**config.mk**
```make
export PLATFORM = sky130hd
export DESIGN_NAME = dmem_arbiter
export DESIGN_NICKNAME = d
export VERILOG_FILES = /design/src/rtl/dmem_arb_pkg.sv /design/src/rtl/dmem_arb_pick.sv /design/src/rtl/dmem_arbiter.sv
export SDC_FILE = /design/constraint.sdc
export NUM_CORES = 1
export LEC_CHECK = 0
export CAP_MARGIN = 40
export CORE_AREA = 2 2 111 92
export CTS_CLUSTER_SIZE = 8
export DETAILED_ROUTE_END_ITERATION = 6
export DIE_AREA = 0 0 113 94
export PLACE_DENSITY_LB_ADDON = 0.05
export SLEW_MARGIN = 30
export SYNTH_ARGS = -nofsm -noshare
export SYNTH_HDL_FRONTEND = slang
export SYNTH_SLANG_ARGS = --single-unit
```
**constraint.sdc**
```tcl
create_clock -name clk -period 1.77 [get_ports clk]
set_input_delay 0.354 -clock clk [delete_from_list [all_inputs] [get_ports clk]]
set_output_delay 0.354 -clock clk [all_outputs]
set_load 0.05 [all_outputs]
```
**src/rtl/dmem_arb_pkg.sv**
```systemverilog
// rtl/dmem_arb_pkg.sv - shared types and constants for the data-memory arbiter
package dmem_arb_pkg;

   typedef enum logic [1:0] {
      SIZE_BYTE = 2'b00,
      SIZE_HALF = 2'b01,
      SIZE_WORD = 2'b10,
      SIZE_ILL  = 2'b11
   } mem_size_t;

   typedef enum logic {
      IDLE   = 1'b0,
      ACCESS = 1'b1
   } arb_state_t;

   localparam int PORT_CPU = 0;
   localparam int PORT_DBG = 1;

   typedef struct packed {
      logic [9:0]  addr;
      logic        we;
      logic [31:0] wdata;
      mem_size_t   size;
      logic        sign;
   } dmem_req_t;

endpackage

```
**src/rtl/dmem_arb_pick.sv**
```systemverilog
// rtl/dmem_arb_pick.sv - two-way combinational picker; i_prio selects the port that wins a tie
module dmem_arb_pick (
   input  logic [1:0] i_req,
   input  logic       i_prio,
   output logic [1:0] o_winner,
   output logic       o_valid
);

   always_comb begin
      o_winner = i_req;
      if (i_req == 2'b11) begin
         o_winner = i_prio ? 2'b10 : 2'b01;
      end
   end

   assign o_valid = |i_req;

endmodule

```
**src/rtl/dmem_arbiter.sv**
```systemverilog
// rtl/dmem_arbiter.sv - two-port data-memory arbiter/sequencer, one access per two cycles
// DMEM_ARB_ROUND_ROBIN_EN selects round-robin arbitration; fixed port-0 priority otherwise.
module dmem_arbiter
   import dmem_arb_pkg::*;
(
   input  logic             clk,
   input  logic             reset_n,
   input  logic [1:0]       req_i,
   input  logic [1:0][9:0]  addr_i,
   input  logic [1:0]       we_i,
   input  logic [1:0][31:0] wdata_i,
   input  logic [1:0][1:0]  size_i,
   input  logic [1:0]       sign_i,
   output logic [1:0]       gnt_o,
   output logic [1:0]       rvalid_o,
   output logic [31:0]      rdata_o,
   output logic             err_o,
   output logic [9:0]       mem_addr_o,
   output logic             mem_we_o,
   output logic [31:0]      mem_wdata_o,
   output logic [1:0]       mem_size_o,
   output logic             mem_sign_o,
   input  logic [31:0]      mem_rdata_i
);

   arb_state_t  r_state;
   arb_state_t  w_state_nxt;
   dmem_req_t   r_req;
   dmem_req_t   w_req_sel;
   logic        r_port;
   logic        r_mem_we;
   logic        r_err;
   logic [1:0]  r_rvalid;
   logic [31:0] r_rdata;
   logic [1:0]  w_winner;
   logic [1:0]  w_gnt;
   logic        w_valid;
   logic        w_prio;
   logic        w_win_port;
   logic        w_latch;

`ifdef DMEM_ARB_ROUND_ROBIN_EN
   logic r_rr_ptr;

   // The port that just lost (or did not ask) gets the next tie.
   always_ff @(posedge clk or negedge reset_n) begin
      if (!reset_n) begin
         r_rr_ptr <= 1'b0;
      end else if (w_latch) begin
         r_rr_ptr <= ~w_win_port;
      end
   end

   assign w_prio = r_rr_ptr;
`else
   assign w_prio = 1'b0;
`endif

   dmem_arb_pick u_pick (
      .i_req    (req_i),
      .i_prio   (w_prio),
      .o_winner (w_winner),
      .o_valid  (w_valid)
   );

   assign w_win_port = w_winner[PORT_DBG];

   always_comb begin
      w_req_sel.addr  = addr_i[w_win_port];
      w_req_sel.we    = we_i[w_win_port];
      w_req_sel.wdata = wdata_i[w_win_port];
      w_req_sel.size  = mem_size_t'(size_i[w_win_port]);
      w_req_sel.sign  = sign_i[w_win_port];
   end

   always_comb begin
      w_state_nxt = r_state;
      w_gnt       = 2'b00;
      w_latch     = 1'b0;
      case (r_state)
         IDLE: begin
            if (w_valid) begin
               w_latch     = 1'b1;
               w_state_nxt = ACCESS;
            end
         end
         ACCESS: begin
            w_gnt[r_port] = 1'b1;
            w_state_nxt   = IDLE;
         end
         default: w_state_nxt = IDLE;
      endcase
   end

   // mem_we is only ever high during ACCESS so an async reset kills the write.
   always_ff @(posedge clk or negedge reset_n) begin
      if (!reset_n) begin
         r_state  <= IDLE;
         r_req    <= '{addr: '0, we: 1'b0, wdata: '0, size: SIZE_WORD, sign: 1'b0};
         r_port   <= 1'b0;
         r_mem_we <= 1'b0;
         r_rvalid <= 2'b00;
         r_rdata  <= '0;
         r_err    <= 1'b0;
      end else begin
         r_state  <= w_state_nxt;
         r_rvalid <= 2'b00;
         r_mem_we <= 1'b0;
         if (w_latch) begin
            r_req    <= w_req_sel;
            r_port   <= w_win_port;
            r_mem_we <= w_req_sel.we && (w_req_sel.size != SIZE_ILL);
         end
         if (r_state == ACCESS) begin
            r_rvalid <= w_gnt;
            r_err    <= (r_req.size == SIZE_ILL);
            r_rdata  <= (!r_req.we && (r_req.size != SIZE_ILL)) ? mem_rdata_i : '0;
         end
      end
   end

   assign gnt_o       = w_gnt;
   assign rvalid_o    = r_rvalid;
   assign rdata_o     = r_rdata;
   assign err_o       = r_err;
   assign mem_addr_o  = r_req.addr;
   assign mem_we_o    = r_mem_we;
   assign mem_wdata_o = r_req.wdata;
   assign mem_size_o  = r_req.size;
   assign mem_sign_o  = r_req.sign;

endmodule

```
==> results of run 1 <==
state kept, by name (all words and copies together), names as in the netlist, 2 cells and up:
signal	cells
rvalid_o	2
rdata_o	32
mem_addr_o	10
mem_wdata_o	32
mem_size_o	2
critical path: cells and delay by family (launching register included):
kind | cells | cell delay [ns]
buffers and inverters | 2 | 0.40
DFF | 1 | 0.46
and+or+nand+nor | 1 | 0.10
worst paths after layout:
kind | start | endpoint | slack (ns) | depth (start not counted)
worst max-delay path | r_state | gnt_o[0] | 0.13 | 3
worst min-delay path | mem_wdata_o[27] | mem_wdata_o[27] | 0.48 | 2
worst max register to register | r_state | rdata_o[20] | 0.38 | 4
worst min register to register | mem_wdata_o[27] | mem_wdata_o[27] | 0.48 | 2
max in group asynchronous | reset_n | mem_addr_o[8] | 0.76 | 3
min in group asynchronous | reset_n | rdata_o[7] | 0.49 | 2
repair_timing:
item,4_1_cts,5_1_grt
resized for setup,1,0
buffers inserted,0,0
hold endpoints to repair,24,0
endpoints found under the setup margin,1,0
hold buffers,1,0
layer usage:
| metal | track usage | wire length [um] | vias to the layer above |
|---|---|---|---|
| li1 | - | - | 1470 |
| met1 | 0.230 | 3880 | 1369 |
| met2 | 0.296 | 4500 | 126 |
| met3 | 0.0561 | 985 | 11 |
| met4 | 0.0488 | 121 | 0 |
| met5 | 0 | 0 | - |
cell usage after synthesis:
cell type | instances | area share
and2_1 | 1 | 0.0016
dfstp_2 | 1 | 0.0067
a22o_1 | 32 | 0.072
nor2_1 | 3 | 0.0029
o21ai_0 | 30 | 0.038
a22oi_1 | 1 | 0.0019
o2111a_1 | 1 | 0.0029
nand3_1 | 2 | 0.0026
inv_2 | 1 | 0.00096
clkbuf_1 | 3 | 0.0029
nor2b_1 | 3 | 0.0048
mux2i_1 | 45 | 0.12
a21oi_1 | 1 | 0.0013
o21ai_2 | 1 | 0.0022
inv_1 | 3 | 0.0029
a211oi_4 | 1 | 0.0051
nand2_1 | 47 | 0.045
o21ai_1 | 17 | 0.022
buf_6 | 6 | 0.017
clkbuf_2 | 4 | 0.0051
buf_4 | 44 | 0.085
o21bai_1 | 1 | 0.0019
buf_12 | 3 | 0.015
nand2b_4 | 1 | 0.0035
buf_2 | 6 | 0.0077
dfrtp_1 | 83 | 0.53
kinds of logic (layout without fill, tap and decap cells):
family,count (synthesis),count (layout),synth area share
simple gates,57,57,0.0606
compound gates,85,85,0.148
flops,84,84,0.539
mux,45,45,0.115
buf+inv,70,241,0.137
metrics by stage:
stage | std cells | utilization | area, um^2 | setup WS [ns]
global route | 631 | 0.630 | 5960 | 0.0181
global placement | 614 | 0.596 | 5640 | 0.0874
detailed placement | 614 | 0.596 | 5640 | 0.0476
floorplan | 341 | - | 3900 | 0.218
finish | 631 | 0.630 | 5960 | 0.126
CTS | 631 | 0.630 | 5960 | 0.0978
power by group through the flow:
| stage | Clock, mW | Combinational (mW) | Sequential [mW] |
|---|---|---|---|
| floorplan | 0 | 1.57 | 3.12 |
| global placement | 0 | 2.98 | 2.54 |
| detailed placement | 0 | 2.99 | 2.55 |
| CTS | 1.97 | 3.00 | 2.53 |
| global route | 2.08 | 3.11 | 2.57 |
| finish | 1.91 | 2.97 | 2.52 |
layout make-up:
class / instances / area (um^2)
Tap cell: 119 / 149
Timing Repair Buffer: 221 / 2100
Multi-Input combinational cell: 187 / 1280
Clock buffer: 10 / 239
Sequential cell: 84 / 2100
Clock inverter: 6 / 70.1
Fill cell: 767 / 3490
Inverter: 4 / 15.0
cells in the final DEF, fill, tap and decap left out, drive strengths merged, types with 2 or more instances in the layout:
cell	instances
a22o	32
buf	94
clkbuf	10
clkdlybuf4s50	126
clkinvlp	3
dfrtp	83
inv	6
mux2i	45
nand2	47
nand3	2
nor2	3
nor2b	3
o21ai	48
==> flow_summary.ini, run 1 <==
[run_status]
outcome = finished, violations left
violations = design-rule violations

[clocking]
cts_tree = built
cts_sinks = 84
cts.clk_slew.worst_paths_ns = 0.06
cts_buffers = 9
h-tree-depth = 3
cts_buffer_depth = 2
cts_root_buf = clkbuf_16
clkLatencyLatePin_ns = 0.32

[global_route]
grt_max_degree = 52
track_usage = 0.180
grt_pass1_vias = 2953
grt_antenna_before_repair = 0
grt_first_pass_wirelength_um = 15100
grt_overflow_total = 0

[worst_setup_path]
cp_max_fo = 12
path_cells = inv_2 > nor2_2 > buf_12
cpPeakStageDelay_ns = 0.46
cp-end-kind = output pin
cp-start-kind = flop
cp.arrival_ns = 1.29
cpMaxStageDelayCell = dfrtp_2
worst-setup-path-type = reg2out
cp.required_ns = 1.42

[flow_run]
maxCapViolCount = 0

[route]
post-route-drc-count = 14
postRouteAntennaNets = 0
wirelength_um = 9490
wl_per_cell_um = 15.0
vias_per_cell = 4.72
first_pass_iters = 6
vias = 2976
first_iter_violations = 135

[placement]
gp_routability_congestion = 0.729
dp_hpwl_um = 7070
io_buffers = 210

[power]
ir_drop_mv = 0.572
power.internal_mw = 4.50
switchingPower_mw = 2.90
switching_share = 0.392
power_density_nw_per_um2 = 1240
pwr-share-clk = 0.258
seq_power_share = 0.341
comb_power_share = 0.401
leakage_nw = 2.91
power.total_mw = 7.40

[floorplan]
die_width_um = 113
coreArea_um2 = 9450
initial_core_util = 0.413
num_rows = 32
dieArea_um2 = 10600
die_y_um = 94
ios = 211

[timing]
setup_tns_ns = 0
hold_viol = 0
max_slew_margin = 0.732
final.setup_skew_ns = 0.00453
rsz0062_at_grt = no
fmax_ghz = 0.608
worst_slew_pin_slew_ns = 0.402
maxSlewViolCount = 0
fin_hold_ws_ns = 0.478
fin_crit_ns = 1.64
fin_crit_sh = 0.929
report.final.setup_viol = 0

[finish]
antenna_cells = 0
area_delta_synth_final_pct = 52.7
nets = 635
layout-drive-gt1-share = 0.230

[synthesis]
synthesis.area_um2 = 3900
synth-seq-cells = 84
syn_avg_cell_area_um2 = 11.4
ys_seq_area_frac = 0.539
ys_warn_count = 0
postSynthCellCount = 341
syn_nets = 469
synth_cell_type_count = 26

[min_path]
hp-class = reg2reg
(Power assumes the default switching activity.)
==> inputs of run 2 (changes only) <==
Settings changed: CORE_AREA 2 2 111 92 to 2 2 115 95, DIE_AREA 0 0 113 94 to 0 0 117 97.
Clock period 1.77 ns to 1.6 ns, I/O delays scaled along.
==> flow_summary.ini, run 2 (synthesis results as in run 1) <==
[run_status]
outcome = finished clean

[flow_run]
maxCapViolCount = 0

[timing]
fin_crit_sh = 0.953
hold_viol = 0
rsz0062_at_grt = no
fin_crit_ns = 1.53
report.final.setup_viol = 0
worst_slew_pin_slew_ns = 0.454
final.setup.worst_slack_ns = 0.0748
max_slew_margin = 0.697
fmax_ghz = 0.656
maxSlewViolCount = 0
final.setup_skew_ns = 0.00790

[global_route]
grt_first_pass_wirelength_um = 14900
track_usage = 0.168
use_met1 = 0.197
grt_max_degree = 47
grt_antenna_before_repair = 0
groute.layer.met2.usage = 0.285
grt_pass1_vias = 3012
top_usage_layer = met2
met3_usage = 0.0595
grt_overflow_total = 0

[finish]
final_common_cell = clkdlybuf4s50_1
final_cell_mix = 126 x clkdlybuf4s50_1, 82 x dfrtp_1, 82 x buf_4
layout-drive-gt1-share = 0.230
n_fill_cell = 891
area_delta_synth_final_pct = 53.7
antenna_cells = 0
nets = 636
fin_util = 0.592

[floorplan]
num_rows = 33
initial_core_util = 0.386
die_width_um = 117
dieArea_um2 = 11300
ios = 211
die_y_um = 97
coreArea_um2 = 10100

[worst_setup_path]
worst-setup-path-type = reg2out
cp-start-kind = flop
cp.arrival_ns = 1.21
cp.required_ns = 1.28
cp_max_fo = 8
path_cells = inv_2 > nor2_2 > buf_12
r2r_setup_slack_ns = 0.38
crit_buf_inv = 2
worstRegToRegCells = 3
cpPeakStageDelay_ns = 0.45
cp-end-kind = output pin
path_depth = 3
cpMaxStageDelayCell = dfrtp_2
cp_top_family = flip-flops

[clocking]
cts_tree = built
cts_root_buf = clkbuf_16
cts_buffers = 9
cts.clk_slew.worst_paths_ns = 0.07
h-tree-depth = 3
clkLatencyLatePin_ns = 0.33
cts_sinks = 84
cts_buffer_depth = 2

[route]
first_pass_iters = 3
vias = 2991
post-route-drc-count = 0
vias_per_cell = 4.58
wirelength_um = 9510
first_iter_violations = 92
wl_per_cell_um = 14.6
postRouteAntennaNets = 0

[power]
ir_drop_mv = 0.624
power.total_mw = 8.04
leakage_nw = 2.91
power_density_nw_per_um2 = 1340

[placement]
gp_routability_congestion = 0.754
io_buffers = 210
detailedPlace.worstSlack_ns = -0.0830
dp_hpwl_um = 7370

[min_path]
hp-class = in2async
run 2: changes by cell type in the layout (fill, tap and decap cells not counted), sizes merged:
cell | before | now
bufinv | 1 | 0
buf | 94 | 95
clkinv | 0 | 2
clkinvlp | 3 | 2
run 2: final timing paths:
| check | startpoint | end |
|---|---|---|
| worst max-delay path | r_state | gnt_o[0] |
| worst min-delay path | reset_n | err_o |
| worst max register to register | r_state | mem_we_o |
| worst min register to register | mem_addr_o[3] | mem_addr_o[3] |
| max in group asynchronous | reset_n | mem_wdata_o[2] |
| min in group clk | mem_addr_o[3] | mem_addr_o[3] |
run 2: layout make-up:
type / count / area (um^2) / share of cell area
Clock buffer: 10 / 229 / 0.0382
Clock inverter: 6 / 46.3 / 0.00772
Inverter: 4 / 15.0 / 0.00251
Multi-Input combinational cell: 187 / 1280 / 0.213
Sequential cell: 84 / 2100 / 0.351
Tap cell: 140 / 175 / 0.0292
Timing Repair Buffer: 222 / 2150 / 0.358
run 2: worst reg2reg max path, delay by kind of cell (launching register included):
family	cells	cell delay, ns
AOI/OAI and AO/OA	1	0.24
buffers and inverters	2	0.46
DFF	1	0.47
run 2: report_power, final:
group	internal (mW)	switching, mW
logic	1.22	2.11
registers	2.54	0.251
clock network	1.06	0.850
total	4.82	3.22
run 2: through the flow:
stage / cells / area, um^2 / TNS [ns] / hold slack (ns)
2_1_floorplan: 341 / 3900 / 0 / 0.0244
3_3_place_gp: 636 / 5710 / -0.459 / 0.305
3_5_place_dp: 636 / 5710 / -1.20 / 0.307
4_1_cts: 653 / 5990 / 0 / 0.487
5_1_grt: 653 / 5990 / 0 / 0.494
6_report: 653 / 5990 / 0 / 0.478
run 2: timing repair:
action,4_1_cts,5_1_grt
endpoints found under the setup margin,1,0
hold buffers,1,0
hold endpoints to repair,28,0
buffers inserted,0,0
gates resized for setup,1,0
run 2: routing by layer:
metal	up-vias	share of wire
met4	0	0.013
li1	1471	-
met2	123	0.48
met3	10	0.090
met1	1387	0.42
met5	-	0
